File: config.mk
export PLATFORM = sky130hd
export DESIGN_NAME = coord_uart_tx
export DESIGN_NICKNAME = d
export VERILOG_FILES = /design/src/rtl/coord_uart_tx.sv
export SDC_FILE = /design/constraint.sdc
export NUM_CORES = 1
export LEC_CHECK = 0
export CELL_PAD_IN_SITES_DETAIL_PLACEMENT = 1
export CELL_PAD_IN_SITES_GLOBAL_PLACEMENT = 2
export CORE_UTILIZATION = 29
export CTS_CLUSTER_SIZE = 8
export DETAILED_ROUTE_END_ITERATION = 7
export PLACE_DENSITY = 0.64
export SKIP_CTS_REPAIR_TIMING = 1
export SYNTH_ARGS = -nofsm -noshare
export SYNTH_HDL_FRONTEND = slang
export SYNTH_SLANG_ARGS = --single-unit
File: constraint.sdc
create_clock -name iCLK -period 4.8 [get_ports iCLK]
set_input_delay 0.72 -clock iCLK [delete_from_list [all_inputs] [get_ports iCLK]]
set_output_delay 0.72 -clock iCLK [all_outputs]
set_load 0.05 [all_outputs]
File: src/rtl/coord_uart_tx.sv
// Coordinate FIFO plus 8N1 UART framer for the IPU blob-centroid stream.
// Optional build macro COORD_TX_CHECKSUM_EN appends an XOR checksum byte to each packet.
module coord_uart_tx #(
  parameter int CLK_FREQ   = 50000000,
  parameter int BAUD       = 115200,
  parameter int FIFO_DEPTH = 4
) (
  input  logic                          iCLK,
  input  logic                          iRST,
  input  logic [10:0]                   iX,
  input  logic [10:0]                   iY,
  input  logic                          iDVAL,
  output logic                          oTX,
  output logic                          oBusy,
  output logic                          oOverflow,
  output logic [$clog2(FIFO_DEPTH):0]   oCount
);

  localparam int CLKS_PER_BIT = CLK_FREQ / BAUD;
  localparam int TMR_W        = $clog2(CLKS_PER_BIT);
  localparam int PTR_W        = $clog2(FIFO_DEPTH);
  localparam int CNT_W        = PTR_W + 1;

  localparam logic [TMR_W-1:0] TMR_LOAD = TMR_W'(CLKS_PER_BIT - 1);
  localparam logic [CNT_W-1:0] CNT_FULL = CNT_W'(FIFO_DEPTH);
  localparam logic [CNT_W-1:0] CNT_ONE  = CNT_W'(1'b1);
  localparam logic [PTR_W-1:0] PTR_ONE  = PTR_W'(1'b1);
`ifdef COORD_TX_CHECKSUM_EN
  localparam logic [2:0] LAST_BYTE = 3'd5;
`else
  localparam logic [2:0] LAST_BYTE = 3'd4;
`endif

  typedef enum logic [1:0] {
    IDLE  = 2'd0,
    START = 2'd1,
    DATA  = 2'd2,
    STOP  = 2'd3
  } state_t;

  logic [21:0]      mem_r [FIFO_DEPTH];
  logic [PTR_W-1:0] wr_ptr_r;
  logic [PTR_W-1:0] rd_ptr_r;
  logic [CNT_W-1:0] count_r;
  logic             ovf_r;
  logic             busy_r;

  state_t           state_r;
  logic [TMR_W-1:0] timer_r;
  logic [2:0]       bit_idx_r;
  logic [2:0]       byte_idx_r;
  logic [7:0]       shift_r;
  logic [21:0]      latch_r;
  logic             tx_r;

  logic             full_s;
  logic             pop_s;
  logic             push_s;
  logic             drop_s;
  logic             expire_s;
  logic             pkt_done_s;
  logic [CNT_W-1:0] count_nxt_s;

`ifdef COORD_TX_CHECKSUM_EN
  function automatic logic [7:0] checksum(input logic [21:0] coord);
    checksum = {5'b00000, coord[10:8]} ^ coord[7:0] ^ {5'b00000, coord[21:19]} ^ coord[18:11];
  endfunction
`endif

  // coord packs {Y, X}; byte 0 is the sync marker
  function automatic logic [7:0] pkt_byte(input logic [2:0] idx, input logic [21:0] coord);
    case (idx)
      3'd0:    pkt_byte = 8'hA5;
      3'd1:    pkt_byte = {5'b00000, coord[10:8]};
      3'd2:    pkt_byte = coord[7:0];
      3'd3:    pkt_byte = {5'b00000, coord[21:19]};
      3'd4:    pkt_byte = coord[18:11];
`ifdef COORD_TX_CHECKSUM_EN
      3'd5:    pkt_byte = checksum(coord);
`endif
      default: pkt_byte = 8'hFF;
    endcase
  endfunction

  // FIFO handshake decode and next occupancy
  always_comb begin
    full_s     = (count_r == CNT_FULL);
    pop_s      = (state_r == IDLE) && (count_r != '0);
    push_s     = iDVAL && (!full_s || pop_s);
    drop_s     = iDVAL && full_s && !pop_s;
    expire_s   = (timer_r == '0);
    pkt_done_s = (state_r == STOP) && expire_s && (byte_idx_r == LAST_BYTE);
    case ({push_s, pop_s})
      2'b10:   count_nxt_s = count_r + CNT_ONE;
      2'b01:   count_nxt_s = count_r - CNT_ONE;
      default: count_nxt_s = count_r;
    endcase
  end

  // FIFO storage, no reset needed since occupancy gates every read
  always_ff @(posedge iCLK) begin
    if (push_s) begin
      mem_r[wr_ptr_r] <= {iY, iX};
    end
  end

  // FIFO pointers, occupancy, overflow pulse and busy flag
  always_ff @(posedge iCLK or negedge iRST) begin
    if (!iRST) begin
      wr_ptr_r <= '0;
      rd_ptr_r <= '0;
      count_r  <= '0;
      ovf_r    <= 1'b0;
      busy_r   <= 1'b0;
    end else begin
      if (push_s) begin
        wr_ptr_r <= wr_ptr_r + PTR_ONE;
      end
      if (pop_s) begin
        rd_ptr_r <= rd_ptr_r + PTR_ONE;
      end
      count_r <= count_nxt_s;
      ovf_r   <= drop_s;
      // busy is built from next-cycle state so it matches (state != IDLE) || (count != 0) exactly
      busy_r  <= (count_nxt_s != '0) || pop_s || ((state_r != IDLE) && !pkt_done_s);
    end
  end

  // Packet framer FSM; the line output lags the state by one cycle
  always_ff @(posedge iCLK or negedge iRST) begin
    if (!iRST) begin
      state_r    <= IDLE;
      timer_r    <= '0;
      bit_idx_r  <= 3'd0;
      byte_idx_r <= 3'd0;
      shift_r    <= 8'hFF;
      latch_r    <= 22'd0;
      tx_r       <= 1'b1;
    end else begin
      case (state_r)
        START:   tx_r <= 1'b0;
        DATA:    tx_r <= shift_r[0];
        default: tx_r <= 1'b1;
      endcase

      case (state_r)
        IDLE: begin
          if (pop_s) begin
            latch_r    <= mem_r[rd_ptr_r];
            byte_idx_r <= 3'd0;
            timer_r    <= TMR_LOAD;
            state_r    <= START;
          end
        end
        START: begin
          if (expire_s) begin
            shift_r   <= pkt_byte(byte_idx_r, latch_r);
            bit_idx_r <= 3'd0;
            timer_r   <= TMR_LOAD;
            state_r   <= DATA;
          end else begin
            timer_r <= timer_r - TMR_W'(1'b1);
          end
        end
        DATA: begin
          if (expire_s) begin
            shift_r <= {1'b1, shift_r[7:1]};
            timer_r <= TMR_LOAD;
            if (bit_idx_r == 3'd7) begin
              state_r <= STOP;
            end else begin
              bit_idx_r <= bit_idx_r + 3'd1;
            end
          end else begin
            timer_r <= timer_r - TMR_W'(1'b1);
          end
        end
        STOP: begin
          if (expire_s) begin
            if (byte_idx_r == LAST_BYTE) begin
              state_r <= IDLE;
            end else begin
              byte_idx_r <= byte_idx_r + 3'd1;
              timer_r    <= TMR_LOAD;
              state_r    <= START;
            end
          end else begin
            timer_r <= timer_r - TMR_W'(1'b1);
          end
        end
        default: state_r <= IDLE;
      endcase
    end
  end

  assign oTX       = tx_r;
  assign oBusy     = busy_r;
  assign oOverflow = ovf_r;
  assign oCount    = count_r;

endmodule
### Word level (Yosys, flattened, before mapping)

Memories as Yosys holds them, arrays and structs flattened. A register that Yosys moved wholly into a read port is not among the register bits.
Cells that the tools add are included.

| storage, ports and cells | value |
|---|---|
| register bits after elaboration | 35 |
| bits in writable memories | 88 |
| bits of input ports | 25 |
| output and inout port bits | 6 |
| word-level logic and storage cells | 95 |
| memories kept | 1 |

| cells by class | value |
|---|---|
| add/subtract/negate cells | 7 |
| equal/unequal tests | 19 |
| multiplexer cells | 28 |
| reductions and logical operators | 29 |

Memories:

| memory | depth | width | rd ports | clocked after memory_dff | write ports | RTL line | RTL |
|---|---|---|---|---|---|---|---|
| mem_r | 4 | 22 | 1 | 1 | 1 | 41 | `logic [21:0] mem_r [FIFO_DEPTH];` |

Operators with widths:

| cell | count |
|---|---|
| $pmux 8 s5 | 1 |
| $mux 9 | 4 |
| $pmux 9 s3 | 1 |
| $mux 3 | 6 |
| $pmux 3 s2 | 3 |
| $mux 8 | 2 |
| $pmux 8 s2 | 1 |
| $ne 2x2->1 const B | 7 |
| $mux 2 | 5 |
| $add 3x1->3 const B | 3 |
| $eq 3x3->1 const B | 3 |
| $logic_not 9->1 | 1 |
| $sub 9x1->9 const B | 1 |
| $pmux 2 s4 | 1 |
| $reduce_and 4->1 | 2 |
| $logic_and 1x1->1 | 7 |
| $eq 2x2->1 const B | 3 |
| $eq 3x2->1 const B | 2 |
| $reduce_bool 2->1 | 3 |
| $reduce_bool 3->1 | 2 |
| $reduce_and 5->1 | 1 |
| $add 2x1->2 const B | 2 |
| $eq 2x1->1 const B | 2 |
| $logic_not 1->1 | 4 |
| other kinds (11) | 16 |

### Logic depth before layout (Yosys ltp)

Gate-level depths: netlist of run 1.

| depth | value |
|---|---|
| depth in word-level cells | 9 |
| depth in mapped cells | 11 |
| depth with buffers taken out | 9 |

### Worst setup path after synthesis of run 1

No wires, ideal clock.

| timing | value |
|---|---|
| path type | reg2reg |
| start point | reg count_r[0], in the netlist oCount[0] |
| end point | reg busy_r, in the netlist oBusy |
| library setup time | 0.142 ns |
| data arrival time | 2.451 ns |
| path slack | 2.207 ns |
| stages on the path, launching flop included | 10 |
| buffers on the path | 1 |
| clock period less this slack | 2.593 ns |
| cells stage by stage | dfrtp_1 or2_2 o21ai_4 buf_4 or2_2 fa_1 xor2_1 a31oi_1 o2bb2ai_1 o221ai_1 |

| on the way | value |
|---|---|
| cells in the longest elaborated chain, start to end | 9 |
| elaborated cells on any way between the ends | 14 |

Ends and longest elaborated chain:

| element | RTL line | RTL |
|---|---|---|
| start, declared | 44 | `logic [CNT_W-1:0] count_r;` |
| start signal, assigned | 122 | `count_r <= count_nxt_s;` |
| $eq 3x3->1 / $reduce_bool 3->1 (equally long branches) | 87, 88 |  |
| $logic_not 1->1 / $logic_and 1x1->1 (equally long branches) | 89, 88 |  |
| $logic_or 1x1->1 | 89 | `push_s = iDVAL && (!full_s \|\| pop_s);` |
| $logic_and 1x1->1 | 89 |  |
| $eq 2x1->1 / $eq 2x2->1 (equally long branches) | 93 | `case ({push_s, pop_s})` |
| $pmux 3 s2 | 93 |  |
| $reduce_bool 3->1 | 125 | `busy_r <= (count_nxt_s != '0) \|\| pop_s \|\| ((state_r != IDLE) && !pkt_done_s);` |
| $logic_or 1x1->1 * (2 in a row) | 125 |  |
| end signal, assigned | 125 |  |
| end, declared | 46 | `logic busy_r;` |

Every way passes the cells marked *; elsewhere a longest branch is shown, timed or not.
A chain may end at the register's enable or synchronous reset.

### Final worst setup path of run 1

| timing | value |
|---|---|
| start point | reg state_r[0] |
| end point | reg busy_r, in the netlist oBusy |

| on the way | value |
|---|---|
| cells in the longest elaborated chain, start to end | 9 |
| elaborated cells on any way between the ends | 16 |

Ends and longest elaborated chain:

| element | RTL line | RTL |
|---|---|---|
| start, declared | 48 | `state_t state_r;` |
| start signal, assigned | 132 | `state_r <= IDLE;` |
| start signal, assigned | 152 | `state_r <= START;` |
| start signal, assigned | 160 | `state_r <= DATA;` |
| $logic_not 2->1 | 88 | `pop_s = (state_r == IDLE) && (count_r != '0);` |
| $logic_and 1x1->1 | 88 |  |
| $logic_or 1x1->1 | 89 |  |
| $logic_and 1x1->1 | 89 |  |
| $eq 2x1->1 / $eq 2x2->1 (equally long branches) | 93 |  |
| $pmux 3 s2 | 93 |  |
| $reduce_bool 3->1 | 125 |  |
| $logic_or 1x1->1 | 125 |  |
| $logic_or 1x1->1 * | 125 |  |

Marks and branches as above.

==> impl_metrics.py, run 1 <==
metrics = {
    "outcome": {
        "outcome": "complete, no violations",
    },
    "timing": {
        "hold_viol_final": 0,
        "clock_skew_ns": 0.0132,
        "relSlewSlack_pct": 22.1,
        "tightestPinTransition_ns": 1.17,
        "setup_viol": 0,
        "finalSetupTns_ns": 0,
        "grt_setup_unrepaired": "no",
        "slew_violations": 0,
        "max_freq_ghz": 0.317,
        "period_needed_ns": 3.15,
        "min_period_over_period_pct": 65.7,
    },
    "clock_network": {
        "clock_path_buffers": 2,
        "clk_pin_slew_ns": 0.07,
        "insertion_delay_ns": 0.43,
        "cts_root_buf": "clkbuf_16",
        "cts_tree": "done",
        "h-tree-depth": 4,
        "clock_sinks": 145,
        "cts_buffers": 17,
    },
    "worst_setup_path": {
        "cp_data_arrival_time_ns": 3.41,
        "critical-path-top-delay-family": "adder cells",
        "critPathLaunchType": "flip-flop",
        "crit_fanout": 26,
        "crit_path_top_delay_cell": "ha_1",
        "critPathBufInv": 1,
        "cp_cell_sequence": "inv_1 -> ha_1 -> o21ai_4 -> or2_2 -> fa_1 -> xor2_1 -> a31oi_1 -> o2bb2ai_1 -> o221ai_1",
        "critPathKind": "reg2reg",
        "slowest_delay_ns": 0.64,
        "cp.required_ns": 5.06,
        "cp-end-kind": "flip-flop",
    },
    "pwr": {
        "p_leak_nw": 2.72,
        "vdd_ir_drop_max_mv": 0.217,
        "pwr_density_cell_nw_per_um2": 450,
    },
    "global_route": {
        "first_global_vias": 3726,
        "grt_pass1_wl_microns": 21000,
        "grt_overflow": 0,
        "grt_start_max_net_pins": 47,
        "grt_antenna_before_repair": 0,
        "track_usage_pct": 12.7,
    },
    "run": {
        "maxCapViolCount": 0,
    },
    "route": {
        "vias": 3474,
        "dr.pass1.iters": 4,
        "routed_wl_microns": 12800,
        "drcViolationCount": 0,
        "wl_per_cell_microns": 17.4,
        "drt_iter0_markers": 153,
        "drt.antenna.violating_nets": 0,
        "viasPerCell": 4.72,
    },
    "yosys": {
        "synth.area.top_cells": "edfxtp_1 42%, dfrtp_1 19%, mux4_2 7.8%, mux2_2 4.1%, dfstp_2 3.7%",
        "yosys.area.top_type": "edfxtp_1",
        "yosys_warnings": 0,
        "ys_types": 61,
        "yosys_most_used_dff": "edfxtp_1",
        "seq_area_frac_synth_pct": 64.4,
        "synthesis.area_sq_um": 6330,
        "async_reset_ff_share_pct": 39.3,
        "avgSynthCellArea_sq_um": 15.3,
        "syn_inst": 415,
        "yosysMostFrequentCell": "edfxtp_1",
        "synth_top_area_share_pct": 41.7,
        "synthTopCellsByCount": "88 x edfxtp_1, 48 x dfrtp_1, 24 x nor2_1, 23 x mux2_2, 22 x mux4_2",
        "ys_ff_latch": 145,
        "synth_edf_count": 88,
        "syn-num-nets": 457,
    },
    "hold_path": {
        "min_path_type": "in2async",
    },
    "cells_and_area": {
        "syn_to_final_growth_pct": 19.1,
        "fin_cells": 736,
        "drive_gt1_share_pct": 22.1,
        "antenna_cells": 0,
        "fillers": 2201,
        "nNetsFinal": 490,
    },
    "floorplan": {
        "ios": 31,
        "rows": 53,
        "die_h_microns": 150,
        "die_w_microns": 150,
        "start_util_pct": 29.9,
        "die-area_sq_um": 22400,
        "core-area_sq_um": 21200,
    },
    "placement": {
        "dp_hpwl_microns": 8350,
        "numPortBuffers": 30,
        "dp_cells": 704,
        "routabilityCongestion": 0.698,
    },
}
## final timing paths
path,cells after the start,startpoint,endpoint,slack (ns)
setup / recovery,9,state_r[0],oBusy,1.65
min in group iCLK,2,shift_r[0],shift_r[0],0.47
hold / removal,1,iRST,timer_r[5],0.17
setup reg to reg,9,state_r[0],oBusy,1.65
hold reg to reg,2,shift_r[0],shift_r[0],0.47
max in group asynchronous,2,iRST,latch_r[4],3.73
## stage by stage
step / hold WS (ns) / total power [W] / cell area (sq um) / worst slack [ns] / utilization, %
after floorplan: 0.424 / 0.00185 / 6330 / 2.21 / -
after global placement: 0.459 / 0.00201 / 6910 / 1.62 / 32.5
after detailed placement: 0.465 / 0.00203 / 6910 / 1.57 / 32.5
after CTS: 0.162 / 0.00345 / 7550 / 1.61 / 35.6
after global routing: 0.171 / 0.00354 / 7550 / 1.37 / 35.6
final: 0.171 / 0.00340 / 7550 / 1.65 / 35.6
## cells by family (layout without fill, tap and decap cells)
group / after synthesis / after routing / synth area share (%)
AO/OA/AOI/OAI: 75 / 75 / 8.83
XOR/XNOR: 7 / 7 / 0.968
adder cells (fa/ha/maj): 17 / 17 / 3.48
buffers and inverters: 34 / 80 / 2.33
flip-flops: 145 / 145 / 64.4
multiplexers: 49 / 49 / 12.6
AND/OR/NAND/NOR: 88 / 88 / 7.43
## cell type report
type | instances | area (sq um) | area share (%)
tap | 275 | 344 | 4.56
clock inverter | 15 | 215 | 2.85
clock buffer | 17 | 425 | 5.64
inverter | 15 | 56.3 | 0.746
multi-input combinational | 236 | 2110 | 27.9
sequential | 145 | 4080 | 54.1
timing repair buffer | 33 | 318 | 4.21
## sequential cells by signal, summed over array words and instances, names as in the netlist
name,count
mem_r,88
latch_r,22
oOverflow,1
oTX,1
state_r,2
timer_r,9
wr_ptr_r,2
rd_ptr_r,2
oCount,3
byte_idx_r,3
shift_r,8
oBusy,1
bit_idx_r,3
## worst reg2reg max path, delay by kind of cell, from the launching register on
kind	cells	cell delay [ns]
xor+xnor	1	0.16
fa+ha+maj	2	1.09
simple gates	1	0.40
flops	1	0.42
compound gates	4	0.79
buf+inv	1	0.12
## metal layers
layer / wire length, microns / track usage [%] / vias up
li1: - / - / 1663
met1: 6170 / 16.6 / 1760
met2: 6030 / 20.0 / 41
met3: 440 / 3.75 / 10
met4: 157 / 4.39 / 0
met5: 0 / 0 / -
## layout by cell type (no fill, tap or decap), types with 7 or more instances in the layout
cell type         n
a21oi_1           9
a31oi_1           7
clkbuf_16        17
clkdlybuf4s50_1  29
dfrtp_1          48
dfstp_2           9
edfxtp_1         88
ha_1             16
inv_1            15
mux2_2           23
mux4_2           22
nand2_1          17
nor2_1           24
nor3_1            8
o21ai_0          16
o31ai_1           8
## report_power, final
part / total (W) / leakage [nW] / switching (W) / internal, W
combinational: 0.000414 / 0.931 / 0.000263 / 0.000151
clock: 0.00140 / 0.309 / 0.000598 / 0.000805
sequential: 0.00158 / 1.48 / 0.0000734 / 0.00151
total: 0.00340 / 2.72 / 0.000934 / 0.00246
(Power assumes the default switching activity.)
==> run 2, diff against run 1 <==
PLACE_DENSITY = 0.66   (was 0.64)
clock period = 2.7 ns   (was 4.8 ns; I/O delays follow)
==> run 2 against run 1 <==
  * Die area stayed put
  * Via count up 4.0%
  * Combinational power is 84% higher
  * Non-clock buffer count increased by 11
  * Clock skew is 0.0034 ns higher
  * Critical endpoint is now oCount[2]
==> impl_metrics.py, run 2 (synthesis results as in run 1) <==
metrics = {
    "global_route": {
        "track_usage_pct": 12.9,
        "grt_overflow": 0,
        "grt_start_max_net_pins": 32,
        "first_global_vias": 3949,
        "grt_antenna_before_repair": 0,
        "grt_pass1_wl_microns": 21600,
    },
    "route": {
        "viasPerCell": 4.84,
        "wl_per_cell_microns": 17.5,
        "routed_wl_microns": 13100,
        "drcViolationCount": 0,
        "drt_iter0_markers": 188,
        "drt.antenna.violating_nets": 0,
        "vias": 3612,
        "dr.pass1.iters": 4,
    },
    "cells_and_area": {
        "fillers": 2207,
        "final_common_cell": "edfxtp_1",
        "largestRegisters": "mem_r: 88 flops, latch_r: 22 flops, timer_r: 9 flops",
        "syn_to_final_growth_pct": 20.2,
        "final_util_pct": 35.9,
        "antenna_cells": 0,
        "largest-register": "mem_r",
        "drive_gt1_share_pct": 23.9,
        "final_cell_mix": "88 x edfxtp_1, 48 x dfrtp_1, 29 x clkdlybuf4s50_1",
        "largest_reg_flops": 88,
        "nNetsFinal": 501,
    },
    "floorplan": {
        "core-area_sq_um": 21200,
        "start_util_pct": 29.9,
        "ios": 31,
        "die_h_microns": 150,
        "die_w_microns": 150,
        "die-area_sq_um": 22400,
        "rows": 53,
    },
    "run": {
        "maxCapViolCount": 0,
    },
    "clock_network": {
        "cts_root_buf": "clkbuf_16",
        "insertion_delay_ns": 0.43,
        "h-tree-depth": 4,
        "clk_pin_slew_ns": 0.07,
        "cts_tree": "done",
        "clock_path_buffers": 2,
        "clock_sinks": 145,
        "cts_buffers": 17,
    },
    "timing": {
        "tightestPinTransition_ns": 0.675,
        "period_needed_ns": 2.38,
        "grt_setup_unrepaired": "no",
        "hold_viol_final": 0,
        "whs_ns": 0.0133,
        "min_period_over_period_pct": 88.3,
        "max_freq_ghz": 0.419,
        "relSlewSlack_pct": 55.0,
        "finalSetupTns_ns": 0,
        "setup_viol": 0,
        "clock_skew_ns": 0.0166,
        "slew_violations": 0,
    },
    "worst_setup_path": {
        "critPathLaunchType": "flip-flop",
        "r2r_slack_ns": 0.43,
        "cp_num_cells": 1,
        "cp_cell_sequence": "clkdlybuf4s50_1",
        "crit_fanout": 10,
        "cp-end-kind": "primary output",
        "critPathKind": "reg2out",
        "crit_path_top_delay_cell": "clkdlybuf4s50_1",
        "worstRegToRegCells": 9,
        "cp.required_ns": 2.30,
        "critical-path-top-delay-family": "buffers and inverters",
        "slowest_delay_ns": 0.93,
        "cp_data_arrival_time_ns": 1.98,
        "critPathBufInv": 1,
    },
    "placement": {
        "dp_hpwl_microns": 8620,
        "routabilityCongestion": 0.751,
        "numPortBuffers": 30,
    },
    "pwr": {
        "vdd_ir_drop_max_mv": 0.642,
        "power.total_w": 0.00591,
        "pwr_density_cell_nw_per_um2": 776,
        "p_leak_nw": 2.76,
    },
    "outcome": {
        "outcome": "complete, no violations",
    },
    "hold_path": {
        "min_path_type": "in2async",
    },
}
## run 2: layout make-up
type / count / area [sq um] / area share (%)
Clock buffer: 17 / 425 / 5.59
Multi-Input combinational cell: 236 / 2110 / 27.7
Tap cell: 275 / 344 / 4.52
Inverter: 15 / 56.3 / 0.739
Sequential cell: 145 / 4080 / 53.6
Clock inverter: 15 / 189 / 2.48
Timing Repair Buffer: 44 / 413 / 5.42
## run 2: through the flow
step | setup WS [ns] | std cells | area (sq um)
after detailed placement | 0.407 | 715 | 7000
final | 0.315 | 747 | 7610
after global placement | 0.443 | 715 | 7000
after floorplan | 0.107 | 415 | 6330
after global routing | 0.207 | 747 | 7610
after CTS | 0.279 | 747 | 7610
## run 2: final timing paths
check | startpoint | to
worst max-delay path | oCount[2] | oCount[2]
worst min-delay path | iRST | timer_r[0]
max in group asynchronous | iRST | latch_r[3]
min in group iCLK | shift_r[0] | shift_r[0]
worst max register to register | state_r[0] | oBusy
worst min register to register | shift_r[0] | shift_r[0]
## run 2: where the power goes
group,internal (W),switching [W],leakage (nW)
sequential,0.00267,0.000128,1.48
combinational,0.000284,0.000479,0.990
clock,0.00126,0.00109,0.292
## run 2: metal layers
| layer | wire length [microns] | part of all wire, % | track usage (%) | vias to the layer above |
|---|---|---|---|---|
| met5 | 0 | 0 | 0 | - |
| met3 | 384 | 2.9 | 3.29 | 13 |
| li1 | - | - | - | 1696 |
| met2 | 6320 | 48 | 20.8 | 43 |
| met1 | 6200 | 47 | 16.7 | 1860 |
| met4 | 156 | 1.2 | 4.44 | 0 |
==> run 3, diff against run 2 <==
REMOVE_ABC_BUFFERS = 1   (was not set)
==> run 3 against run 2 <==
  * Global-route usage grew 0.28 points
  * Sequential power is essentially flat
  * Hold slack lost 0.027 ns
  * Setup slack gained 0.027 ns
  * The run now ends with hold timing left
  * Core utilization grew 0.11 points
  * Register-to-register slack is essentially flat
  * Cell count grew 0.40%
  * Non-clock buffer count grew 3
  * Count of clock-buffer cells in the layout is the same
==> impl_metrics.py, run 3 (synthesis results as in run 1) <==
metrics = {
    "hold_path": {
        "min_path_type": "in2async",
    },
    "timing": {
        "period_needed_ns": 2.36,
        "setup_viol": 0,
        "finalSetupTns_ns": 0,
        "max_freq_ghz": 0.424,
        "tightestPinTransition_ns": 0.607,
        "clock_skew_ns": 0.0101,
        "slew_violations": 0,
        "hold_viol_final": 20,
        "relSlewSlack_pct": 59.5,
        "grt_setup_unrepaired": "no",
        "whs_ns": -0.0138,
        "min_period_over_period_pct": 87.3,
    },
    "floorplan": {
        "ios": 31,
        "die-area_sq_um": 22400,
        "rows": 53,
        "die_w_microns": 150,
        "start_util_pct": 29.9,
        "die_h_microns": 150,
        "core-area_sq_um": 21200,
    },
    "route": {
        "vias": 3652,
        "drt.antenna.violating_nets": 0,
        "drt_iter0_markers": 149,
        "routed_wl_microns": 13300,
        "dr.pass1.iters": 4,
        "viasPerCell": 4.87,
        "drcViolationCount": 0,
        "wl_per_cell_microns": 17.8,
    },
    "global_route": {
        "track_usage_pct": 13.2,
        "grt_start_max_net_pins": 26,
        "grt_overflow": 0,
        "grt_antenna_before_repair": 0,
        "grt_pass1_wl_microns": 22200,
        "first_global_vias": 4090,
    },
    "worst_setup_path": {
        "setup.worst_path.start": "oCount[2]",
        "critPathKind": "reg2out",
        "cp_num_cells": 1,
        "cp.required_ns": 2.30,
        "cp_cell_sequence": "clkdlybuf4s50_1",
        "cp_data_arrival_time_ns": 1.95,
        "cp-end-kind": "primary output",
        "slowest_delay_ns": 0.90,
        "crit_fanout": 10,
        "critPathLaunchType": "flip-flop",
        "r2r-start": "state_r[0]",
        "crit_path_top_delay_cell": "clkdlybuf4s50_1",
        "critPathBufInv": 1,
        "critical-path-top-delay-family": "buffers and inverters",
        "worstRegToRegCells": 9,
    },
    "clock_network": {
        "cts_root_buf": "clkbuf_16",
        "insertion_delay_ns": 0.42,
        "clock_path_buffers": 2,
        "cts_tree": "done",
        "clock_sinks": 145,
        "clk_pin_slew_ns": 0.07,
        "h-tree-depth": 4,
        "cts_buffers": 17,
    },
    "placement": {
        "dp_hpwl_microns": 8690,
        "routabilityCongestion": 0.759,
        "numPortBuffers": 30,
    },
    "outcome": {
        "violations": "hold timing",
        "outcome": "finished with violations",
    },
    "pwr": {
        "pwr_density_cell_nw_per_um2": 787,
        "p_leak_nw": 2.79,
        "vdd_ir_drop_max_mv": 0.415,
    },
    "cells_and_area": {
        "antenna_cells": 0,
        "largestRegisters": "mem_r: 88 flops, latch_r: 22 flops, timer_r: 9 flops",
        "drive_gt1_share_pct": 24.4,
        "largest-register": "mem_r",
        "syn_to_final_growth_pct": 20.6,
        "nNetsFinal": 504,
        "final_common_cell": "edfxtp_1",
        "largest_reg_flops": 88,
        "final_util_pct": 36.0,
        "final_cell_mix": "88 x edfxtp_1, 48 x dfrtp_1, 29 x clkdlybuf4s50_1",
    },
    "run": {
        "maxCapViolCount": 0,
    },
}
-- run 3: cell types whose count changed in the layout (fill, tap and decap cells not counted), sizes merged --
cell,before,now
inv,21,23
clkinv,7,5
buf,15,18
clkinvlp,2,0
bufinv,0,2
-- run 3: where the power goes --
group / leakage [nW] / internal (W) / total [W] / switching [W]
clock: 0.305 / 0.00141 / 0.00245 / 0.00104
sequential: 1.48 / 0.00267 / 0.00280 / 0.000129
combinational: 1.01 / 0.000285 / 0.000763 / 0.000478
-- run 3: layer usage --
layer / global-route usage [%] / vias up / routed length [microns]
li1: - / 1695 / -
met1: 15.8 / 1904 / 5870
met2: 23.2 / 43 / 7040
met3: 2.59 / 10 / 311
met4: 5.00 / 0 / 115
met5: 0 / - / 0
-- run 3: layout make-up --
type	count	area, sq um
Inverter	15	56.3
Sequential cell	145	4080
Timing Repair Buffer	47	435
Multi-Input combinational cell	236	2110
Tap cell	275	344
Clock inverter	15	190
Fill cell	2206	13600
Clock buffer	17	425
-- run 3: final timing paths --
path / to / slack, ns
worst max-delay path: oCount[2] / 0.34
worst min-delay path: oOverflow / -0.01
worst max register to register: oBusy / 0.44
worst min register to register: shift_r[0] / 0.47
max in group asynchronous: shift_r[5] / 1.99
min in group iCLK: shift_r[0] / 0.47
-- run 3: metrics by stage --
step           std cells  power, W  area (sq um)  setup slack [ns]
4_1_cts              750   0.00611          7640             0.312
5_1_grt              750   0.00625          7640             0.235
6_report             750   0.00601          7640             0.342
3_5_place_dp         718   0.00363          7020             0.427
3_3_place_gp         718   0.00357          7020             0.446
2_1_floorplan        396   0.00329          6240            0.0239
-- run 3: worst register-to-register path: cells and delay by family (launching register included) --
kind	cells	cell delay, ns
AOI/OAI and AO/OA	4	0.45
buffers and inverters	1	0.12
adders and majority gates	2	0.67
xor gates and xnor gates	1	0.16
and+or+nand+nor	1	0.29
DFF	1	0.43
